[config.mk]
export PLATFORM = sky130hd
export DESIGN_NAME = uart_frame_decoder
export DESIGN_NICKNAME = d
export VERILOG_FILES = /design/src/rtl/uart_frame_decoder.sv
export SDC_FILE = /design/constraint.sdc
export NUM_CORES = 1
export LEC_CHECK = 0
export BUFFER_PORTS_ARGS = -buffer_cell sky130_fd_sc_hd__buf_2
export CAP_MARGIN = 20
export CORE_MARGIN = 2
export CORE_UTILIZATION = 65
export CTS_CLUSTER_SIZE = 16
export DETAILED_ROUTE_END_ITERATION = 12
export PLACE_DENSITY = 0.94
export SYNTH_ARGS = -nofsm -noshare
export SYNTH_HDL_FRONTEND = slang
export SYNTH_SLANG_ARGS = --single-unit
[constraint.sdc]
create_clock -name clk -period 6.15 [get_ports clk]
set_input_delay 0.615 -clock clk [delete_from_list [all_inputs] [get_ports clk]]
set_output_delay 0.615 -clock clk [all_outputs]
set_load 0.02 [all_outputs]
[src/rtl/uart_frame_decoder.sv]
// rtl/uart_frame_decoder.sv - SOF/LEN/PAYLOAD/CSUM frame decoder; payload released only after checksum match
// Optional inter-byte gap timeout enabled by defining UART_FRAME_TIMEOUT_EN.
module uart_frame_decoder #(
  parameter logic [7:0] SOF_BYTE       = 8'hA5,
  parameter int         MAX_LEN        = 16,
  parameter int         TIMEOUT_CYCLES = 100000
) (
  input  logic       clk,
  input  logic       rst_n,
  input  logic [7:0] in_data,
  input  logic       in_valid,
  output logic       in_ready,
  output logic [7:0] out_data,
  output logic       out_valid,
  input  logic       out_ready,
  output logic       out_last,
  output logic       frame_done,
  output logic       frame_err,
  output logic [1:0] err_code
);

  localparam int         PTR_W     = (MAX_LEN > 1) ? $clog2(MAX_LEN) : 1;
  localparam logic [7:0] MAX_LEN_B = 8'(MAX_LEN);

  typedef enum logic [2:0] {S_IDLE, S_LEN, S_PAYLOAD, S_CSUM, S_DRAIN} state_t;

  state_t             state_q, state_d;
  logic [7:0]         len_q, len_d;
  logic [7:0]         sum_q, sum_d;
  logic [PTR_W-1:0]   wr_ptr_q, wr_ptr_d;
  logic [PTR_W-1:0]   rd_ptr_q, rd_ptr_d;
  logic               frame_done_q, frame_done_d;
  logic               frame_err_q, frame_err_d;
  logic [1:0]         err_code_q, err_code_d;
  logic [7:0]         pl_mem [MAX_LEN];
  logic               accept;
  logic               wr_en;
  logic               timeout_hit;

  assign in_ready   = (state_q != S_DRAIN);
  assign accept     = in_valid & in_ready;
  assign out_valid  = (state_q == S_DRAIN);
  assign out_data   = out_valid ? pl_mem[rd_ptr_q] : 8'h00;
  assign out_last   = out_valid && (8'(rd_ptr_q) == len_q - 8'd1);
  assign frame_done = frame_done_q;
  assign frame_err  = frame_err_q;
  assign err_code   = err_code_q;

`ifdef UART_FRAME_TIMEOUT_EN
  localparam int GAP_W = $clog2(TIMEOUT_CYCLES + 1);

  logic [GAP_W-1:0] gap_q, gap_d;

  // Gap counter only runs while a frame is partially received.
  always_comb begin
    gap_d       = '0;
    timeout_hit = 1'b0;
    if ((state_q == S_LEN) || (state_q == S_PAYLOAD) || (state_q == S_CSUM)) begin
      if (!accept) begin
        gap_d       = gap_q + GAP_W'(1);
        timeout_hit = (gap_d == GAP_W'(TIMEOUT_CYCLES));
      end
    end
  end

  always_ff @(posedge clk or negedge rst_n) begin
    if (!rst_n) gap_q <= '0;
    else        gap_q <= gap_d;
  end
`else
  assign timeout_hit = 1'b0;
`endif

  always_comb begin
    state_d      = state_q;
    len_d        = len_q;
    sum_d        = sum_q;
    wr_ptr_d     = wr_ptr_q;
    rd_ptr_d     = rd_ptr_q;
    frame_done_d = 1'b0;
    frame_err_d  = 1'b0;
    err_code_d   = err_code_q;
    wr_en        = 1'b0;
    case (state_q)
      S_IDLE: begin
        if (accept && (in_data == SOF_BYTE)) state_d = S_LEN;
      end
      S_LEN: begin
        if (accept) begin
          if ((in_data == 8'd0) || (in_data > MAX_LEN_B)) begin
            frame_err_d = 1'b1;
            err_code_d  = 2'd1;
            state_d     = S_IDLE;
          end else begin
            len_d    = in_data;
            sum_d    = in_data;
            wr_ptr_d = '0;
            state_d  = S_PAYLOAD;
          end
        end
      end
      S_PAYLOAD: begin
        if (accept) begin
          wr_en    = 1'b1;
          sum_d    = sum_q + in_data;
          wr_ptr_d = wr_ptr_q + PTR_W'(1);
          if (8'(wr_ptr_q) == len_q - 8'd1) state_d = S_CSUM;
        end
      end
      S_CSUM: begin
        if (accept) begin
          if (in_data == sum_q) begin
            rd_ptr_d = '0;
            state_d  = S_DRAIN;
          end else begin
            frame_err_d = 1'b1;
            err_code_d  = 2'd2;
            state_d     = S_IDLE;
          end
        end
      end
      S_DRAIN: begin
        if (out_ready) begin
          if (out_last) begin
            frame_done_d = 1'b1;
            state_d      = S_IDLE;
          end else begin
            rd_ptr_d = rd_ptr_q + PTR_W'(1);
          end
        end
      end
      default: state_d = S_IDLE;
    endcase
    // A timeout can only fire on a cycle with no accepted byte, so it never races the cases above.
    if (timeout_hit) begin
      frame_err_d = 1'b1;
      err_code_d  = 2'd3;
      state_d     = S_IDLE;
    end
  end

  always_ff @(posedge clk or negedge rst_n) begin
    if (!rst_n) begin
      state_q      <= S_IDLE;
      len_q        <= '0;
      sum_q        <= '0;
      wr_ptr_q     <= '0;
      rd_ptr_q     <= '0;
      frame_done_q <= 1'b0;
      frame_err_q  <= 1'b0;
      err_code_q   <= 2'd0;
    end else begin
      state_q      <= state_d;
      len_q        <= len_d;
      sum_q        <= sum_d;
      wr_ptr_q     <= wr_ptr_d;
      rd_ptr_q     <= rd_ptr_d;
      frame_done_q <= frame_done_d;
      frame_err_q  <= frame_err_d;
      err_code_q   <= err_code_d;
    end
  end

  always_ff @(posedge clk) begin
    if (wr_en) pl_mem[wr_ptr_q] <= in_data;
  end

endmodule
# == Yosys cells after proc, flatten, opt, wreduce, memory -nomap -nowiden ==
# Memories as Yosys holds them, arrays and structs flattened.
# Index checks and enable logic that the tools add are counted.
# totals
regBits,31
latch_bits,0
mem_bits_rw,128
rom_bits,0
inputBits,12
out_inout_bits,15
elab_cells,91
mem_count,1
# memory_table
name,words,width,read_ports,rd_clocked_by_memory_dff,write_ports,line,text
pl_mem,16,8,1,0,1,35,logic [7:0] pl_mem [MAX_LEN];
# classes
addsub,4
n_mul,0
div,0
order_cmp,1
eq_ne,21
shifts,0
n_mux,41
bitwise,2
reduce_logical,13
# op_table
op,n
$mux 8,4
$mux 4,7
$mux 3,8
$ne 2x2->1 const B,10
$eq 4x8->1,2
$pmux 4 s2,2
$pmux 8 s2,1
$pmux 3 s5,1
$mux 1,11
$mux 2,5
$reduce_and 5->1,2
$add 4x1->4 const B,2
$add 8x8->8,1
$eq 8x8->1,1
$eq 8x8->1 const B,1
$gt 8x5->1 const B,1
$logic_not 8->1,1
$sub 8x1->8 const B,1
$reduce_and 7->1,1
$eq 3x2->1 const B,2
$reduce_bool 2->1,3
$ne 2x1->1 const B,2
$pmux 2 s2,1
$reduce_and 4->1,1
10 further kinds,11

# == Depth between registers and ports, before layout ==
# Gate-level depths: netlist (run 1).
# logic_depth
ltp_word,6
mapped_depth,9
depth_no_buf,9

# == Worst setup path before layout (run 1) ==
# No wires, ideal clock.
# synth_path
kind,reg2out
start,reg rd_ptr_q[0]
end,out out_data[7]
t_arrival_ps,2050
required_ps,5535
path_slack_ps,3485
stages_incl_launch_ff,6
n_path_buf,2
path_cell_list,dfrtp_1 buf_2 buf_2 mux4_2 mux4_2 and2_1
# synth_via
elab_chain_cells,2
# synth_lines
element,line,text
start: declaration,31,"logic [PTR_W-1:0] rd_ptr_q, rd_ptr_d;"
start signal: assignment,157,rd_ptr_q <= rd_ptr_d;
$mem_v2 16x8,--,
$mux 8,43,assign out_data = out_valid ? pl_mem[rd_ptr_q] : 8'h00;
end: declaration,13,"output logic [7:0] out_data,"
# Every way passes these cells.

# == Final worst setup path (run 1) ==
# layout_path
start,reg rd_ptr_q[1]
end,out out_data[7]
# Same word-level chain as after synthesis.

==> impl_metrics.json, run 1 <==
{
  "async_reset_ff_frac": 0.195,
  "synthFlopType": "edfxtp_1",
  "io_pins": 27,
  "rows": 37,
  "utilization": 0.756,
  "fp.dieArea_um2": 11500,
  "nets": 478,
  "post-route-period-util": 0.603,
  "ys_seq_elements": 159,
  "seqCellArea_um2": 4620,
  "drive_above_1_share": 0.246,
  "syn_to_final_growth_pct": 12.9,
  "min_period_ps": 3710,
  "cts_buffers": 17,
  "routed_via_density": 7.27,
  "seq_area_frac_synth": 0.668,
  "final.fill_count": 496,
  "synth_fp_nets": 443,
  "max_slew_margin": 0.201,
  "ctsHoldBuffers": 0,
  "mappedNetlistArea_um2": 6910,
  "synthTopCellsByCount": "edfxtp_1 (128), mux4_2 (40), dfrtp_1 (31)",
  "p_leak_nw": 2.87,
  "synth_cell_type_count": 51,
  "grt_pass1_wl_mm": 26.8,
  "clk_pin_slew_worst_paths_ps": 70,
  "fin_setup_tns_ps": 0,
  "tightestPinTransition_ps": 1190,
  "grt_usage": 0.337,
  "start_util": 0.670,
  "timing_worst_setup_path_type": "reg2out",
  "via_count": 4364,
  "yosysMostFrequentCell": "edfxtp_1",
  "n_antenna_cell": 0,
  "antenna_found_initial": 0,
  "synth_top_area_frac": 0.556,
  "root_buffer": "clkbuf_8",
  "power.density_nw_per_um2": 422,
  "timing.final.hold_violations": 0,
  "drc_errors": 0,
  "grt_overflow": 0,
  "multi_input_area_um2": 2170,
  "drtIter0Drc": 727,
  "htree_levels": 4,
  "skew_ps": 10.3,
  "critPathTopFamily": "flip-flops",
  "cp-end-kind": "primary output",
  "postSynthAreaPerCell_um2": 16.6,
  "path_cells": "buf_4, mux4_2, mux4_2, and2_1, buf_2",
  "synthCells": 417,
  "cts_tree": "done",
  "setup_ws_ps": 2440,
  "crit_fanout": 19,
  "fmax_mhz": 270,
  "worstPathArrival_ps": 3090,
  "wl_mm": 18.1,
  "irDropWorstVdd_mv": 0.235,
  "port-buffer-count": 26,
  "die_width_um": 107,
  "die_h_um": 107,
  "synthTopCellsByArea": "edfxtp_1 (56%), mux4_2 (13%), dfrtp_1 (11%), ha_1 (2.4%), xor2_1 (1.5%)",
  "yosysTopAreaCell": "edfxtp_1",
  "critPathRequiredTime_ps": 5530,
  "hpwl_mm": 10.4,
  "clkSinkCount": 159,
  "post_cts_buffers": 0,
  "max_stage_delay_ps": 930,
  "start_kind": "flop",
  "setup_viol": 0,
  "report.final.slew_viol_count": 0,
  "status": "finished clean",
  "critPathMostFrequentCell": "mux4_2",
  "grt_max_degree": 32,
  "pre_cts_ws_ps": 2890,
  "cts_max_path_buffers": 2,
  "ys_warn_count": 0,
  "cap_violations": 0,
  "hp-class": "in2async",
  "cp_slowest_cell": "dfrtp_1",
  "post_cts_resize_count": 0,
  "crit_buf_inv": 2,
  "dr.pass1.iters": 6,
  "drtAntennaViolNets": 0,
  "synth_edf_count": 128,
  "place.gp.congestion": 0.914,
  "rsz0062_at_grt": "no",
  "grt_pass1_vias": 4416,
  "routedWlPerCell_um": 30.1,
  "clock_latency_ps": 550,
  "coreArea_um2": 10300
}
[cell type report]
type / instances / share of cell area
Clock buffer: 19 / 0.0540
Sequential cell: 159 / 0.592
Timing Repair Buffer: 33 / 0.0247
Inverter: 18 / 0.00865
Clock inverter: 12 / 0.0216
Multi-Input combinational cell: 223 / 0.277
Tap cell: 136 / 0.0218
[report_power, final]
| group | switching [W] | internal (W) | total, W |
|---|---|---|---|
| registers | 0.000107 | 0.00120 | 0.00131 |
| clock network | 0.000422 | 0.000654 | 0.00108 |
| logic | 0.000477 | 0.000432 | 0.000909 |
| total | 0.00101 | 0.00229 | 0.00329 |
[worst paths after layout]
check	startpoint	endpoint	slack, ps	cells past startpoint
hold reg to reg	err_code[1]$_DFFE_PN0P_	err_code[1]$_DFFE_PN0P_	510	1
min in group clk	out_ready	rd_ptr_q[3]$_DFFE_PN0P_	440	3
setup reg to reg	state_q[0]$_DFFE_PN0P_	pl_mem[12][6]$_DFFE_PP_	3490	4
max in group asynchronous	rst_n	rd_ptr_q[0]$_DFFE_PN0P_	5490	1
setup / recovery	rd_ptr_q[1]$_DFFE_PN0P_	out_data[7]	2440	5
hold / removal	rst_n	rd_ptr_q[3]$_DFFE_PN0P_	130	1
[routing by layer]
metal,vias up,GRT usage,part of all wire
met5,-,0,0
met4,0,0.180,0.059
met3,98,0.0948,0.11
met2,403,0.538,0.50
met1,2162,0.422,0.34
li1,1701,-,-
[sequential cells by signal, summed over array words and instances (netlist names)]
register,count
state_q,3
sum_q,8
pl_mem,128
rd_ptr_q,4
wr_ptr_q,4
frame_done,1
frame_err,1
err_code,2
len_q,8
[worst reg2reg max path: cells and delay by family, from the launching register on]
family,cells,cell delay (ps)
DFF,1,450
and+or+nand+nor,4,1820
[cell usage in the layout, fill, tap and decap left out, types with 7 or more instances in the layout]
cell       netlist  routed
dfrtp_1         31      30
ha_1            13      13
and3_1           7       7
clkbuf_16        0      16
xor2_1          12      12
edfxtp_1       128     128
nand2_1         25      25
mux4_2          40      40
buf_2            6      26
inv_1           16      16
nand3_1          7       7
xnor2_1          7       7
nor2_1          22      22
and2_1          16      16
a21oi_1          9       9
[kinds of logic after synthesis]
| group | Yosys count | synth area share |
|---|---|---|
| and+or+nand+nor | 105 | 0.0809 |
| DFF | 159 | 0.668 |
| xor gates and xnor gates | 20 | 0.0273 |
| adders and majority gates | 14 | 0.0264 |
| AOI/OAI and AO/OA | 42 | 0.0424 |
| buffers and inverters | 35 | 0.0212 |
| muxes | 42 | 0.134 |
[per-stage QoR]
step / instances / power, W / hold slack (ps) / area (um^2)
after floorplan: 417 / 0.00194 / 319 / 6910
after global placement: 565 / 0.00212 / 481 / 7180
after detailed placement: 568 / 0.00219 / 485 / 7210
after CTS: 599 / 0.00327 / 136 / 7800
after global routing: 600 / 0.00338 / 172 / 7810
final: 600 / 0.00329 / 132 / 7810
Note: power is estimated with default switching activity, not from simulation.
==> run 2: changes to the inputs <==
Settings changed: ABC_AREA set to 1, CORE_UTILIZATION 65 to 56, PLACE_DENSITY 0.94 to 0.87.
Clock period 6.15 ns to 3.3 ns, I/O delays scaled along.
==> run 2 against run 1 <==
  * Global-route usage decreased by 6.6 points
  * Critical path depth increased by 1
  * Cell count increased by 44%
  * Critical endpoint is now out_data[2]
  * Count of clock-buffer cells in the layout decreased by 2
  * Core utilization decreased by 11 points
  * Non-clock buffer count increased by 2
  * Clock power increased by 94%
  * Highest routed layer unchanged
  * Design area increased by 3.7%
  * Via count increased by 24%
  * Sequential share of layout area decreased by 2.1 points
==> impl_metrics.json, run 2 <==
{
  "status": "finished clean",
  "timing_worst_setup_path_type": "reg2out",
  "htree_levels": 4,
  "grt_pass1_wl_mm": 28.7,
  "ys_warn_count": 0,
  "report.final.slew_viol_count": 0,
  "final_area_um2": 8100,
  "tightestPinTransition_ps": 1010,
  "die_h_um": 117,
  "max_slew_margin": 0.325,
  "synth_fp_nets": 681,
  "clkSinkCount": 159,
  "fp.dieArea_um2": 13800,
  "synthTopCellsByArea": "edfxtp_1 (53%), dfrtp_1 (11%), nor2_1 (5.2%), o21ai_0 (4.7%), nand2_1 (4.5%)",
  "utilization": 0.642,
  "ctsHoldBuffers": 1,
  "drtIter0Drc": 931,
  "setup_ws_ps": 343,
  "layout_commonest_cell": "edfxtp_1",
  "coreArea_um2": 12600,
  "place.gp.congestion": 0.882,
  "hp-class": "in2reg",
  "startpoint": "rd_ptr_q[1]$_DFFE_PN0P_",
  "start_kind": "flop",
  "crit_fanout": 32,
  "dpl.cell_count": 831,
  "rows": 41,
  "hpwl_mm": 11.3,
  "postSynthAreaPerCell_um2": 11.0,
  "cts_buffers": 17,
  "rr_startpoint": "state_q[2]$_DFFE_PN0P_",
  "synthCells": 655,
  "root_buffer": "clkbuf_16",
  "via_count": 5422,
  "syn_to_final_growth_pct": 12.3,
  "synthFlopType": "edfxtp_1",
  "setup_viol": 0,
  "cap_violations": 0,
  "p_leak_nw": 3.07,
  "fin_setup_tns_ps": 0,
  "skew_ps": 8.20,
  "nets": 705,
  "antenna_found_initial": 0,
  "clock_latency_ps": 420,
  "start_util": 0.571,
  "io_pins": 27,
  "cts_max_path_buffers": 2,
  "n_antenna_cell": 0,
  "routedWlPerCell_um": 20.9,
  "wl_mm": 18.1,
  "post-route-period-util": 0.896,
  "stdcell_count": 864,
  "cp-end-kind": "primary output",
  "synth_cell_type_count": 35,
  "rr_worst_depth": 5,
  "synth_top_area_frac": 0.533,
  "ys_seq_elements": 159,
  "hold_depth": 3,
  "largest_reg_flops": 128,
  "top_register": "pl_mem",
  "dr.pass1.iters": 5,
  "cts_tree": "done",
  "power.density_nw_per_um2": 707,
  "min_period_ps": 2960,
  "pre_cts_ws_ps": 961,
  "async_reset_ff_frac": 0.195,
  "grt_max_degree": 35,
  "port-buffer-count": 26,
  "yosysMostFrequentCell": "edfxtp_1",
  "reg2reg_slack_ps": 980,
  "fmax_mhz": 338,
  "synth_edf_count": 128,
  "post_cts_buffers": 0,
  "final_cell_mix": "edfxtp_1 (128), nor2_1 (99), nand2_1 (87)",
  "mappedNetlistArea_um2": 7210,
  "synthTopCellsByCount": "edfxtp_1 (128), nor2_1 (99), nand2_1 (87)",
  "endpoint": "out_data[2]",
  "seq_area_frac_synth": 0.641,
  "die_width_um": 117,
  "routed_via_density": 6.28,
  "rr_endpoint": "pl_mem[7][5]$_DFFE_PP_",
  "drive_above_1_share": 0.133,
  "worstPathArrival_ps": 2630,
  "post_dp_cell_area_um2": 7460,
  "clk_pin_slew_worst_paths_ps": 60,
  "irDropWorstVdd_mv": 0.452,
  "grt_overflow": 0,
  "rsz0062_at_grt": "no",
  "grt_usage": 0.271,
  "grt_pass1_vias": 5373,
  "post_cts_resize_count": 0,
  "drtAntennaViolNets": 0,
  "drc_errors": 0,
  "critPathRequiredTime_ps": 2970,
  "timing.final.hold_violations": 0,
  "yosysTopAreaCell": "edfxtp_1",
  "reg.largest.list": "pl_mem: 128 flops, len_q: 8 flops, sum_q: 8 flops"
}
==> run 2: kinds of logic (layout without fill, tap and decap cells) <==
| family | count (synthesis) | count (layout) | synth area share |
|---|---|---|---|
| AND/OR/NAND/NOR | 245 | 245 | 0.149 |
| XOR/XNOR | 13 | 13 | 0.0158 |
| flip-flops | 159 | 159 | 0.641 |
| buffers and inverters | 75 | 112 | 0.0456 |
| adder cells (fa/ha/maj) | 14 | 14 | 0.0253 |
| AO/OA/AOI/OAI | 149 | 149 | 0.124 |
==> run 2: final cells by class <==
| class | count | area (um^2) |
|---|---|---|
| Clock buffer | 17 | 425 |
| Timing Repair Buffer | 35 | 200 |
| Sequential cell | 159 | 4620 |
| Tap cell | 172 | 215 |
| Multi-Input combinational cell | 421 | 2260 |
| Inverter | 45 | 169 |
| Fill cell | 894 | 4520 |
| Clock inverter | 15 | 205 |
==> run 2: worst min-delay path by stage <==
stage / from / to / slack, ps
after floorplan: rst_n / err_code[0]$_DFFE_PN0P_ / 30
after global placement: rst_n / state_q[0]$_DFFE_PN0P_ / 410
after detailed placement: rst_n / state_q[0]$_DFFE_PN0P_ / 420
after CTS: out_ready / frame_done$_DFF_PN0_ / 130
after global routing: out_ready / frame_done$_DFF_PN0_ / 150
final: out_ready / frame_done$_DFF_PN0_ / 130
==> run 2: power by group <==
group	total (W)	internal, W	switching, W
combinational	0.00127	0.000396	0.000877
clock	0.00210	0.00128	0.000826
sequential	0.00235	0.00225	0.000104
total	0.00573	0.00392	0.00181
==> run 2: stage by stage <==
stage          hold WS, ps  total power [W]
2_1_floorplan         34.4          0.00328
3_3_place_gp           413          0.00354
3_5_place_dp           423          0.00361
4_1_cts                126          0.00568
5_1_grt                148          0.00594
6_report               134          0.00573
==> run 2: per-layer routing <==
layer / share of wire / wire (um) / GRT usage
met5: 0 / 0 / 0
met3: 0.11 / 2030 / 0.0625
met4: 0.048 / 869 / 0.138
met1: 0.37 / 6720 / 0.356
met2: 0.47 / 8470 / 0.426
==> run 2: critical path, stage by stage (launching register included) <==
cell,delay [ps]
dfrtp_1,630
inv_2,510
o21ai_0,240
o22ai_1,280
o211ai_1,180
a21oi_1,180
buf_2,180
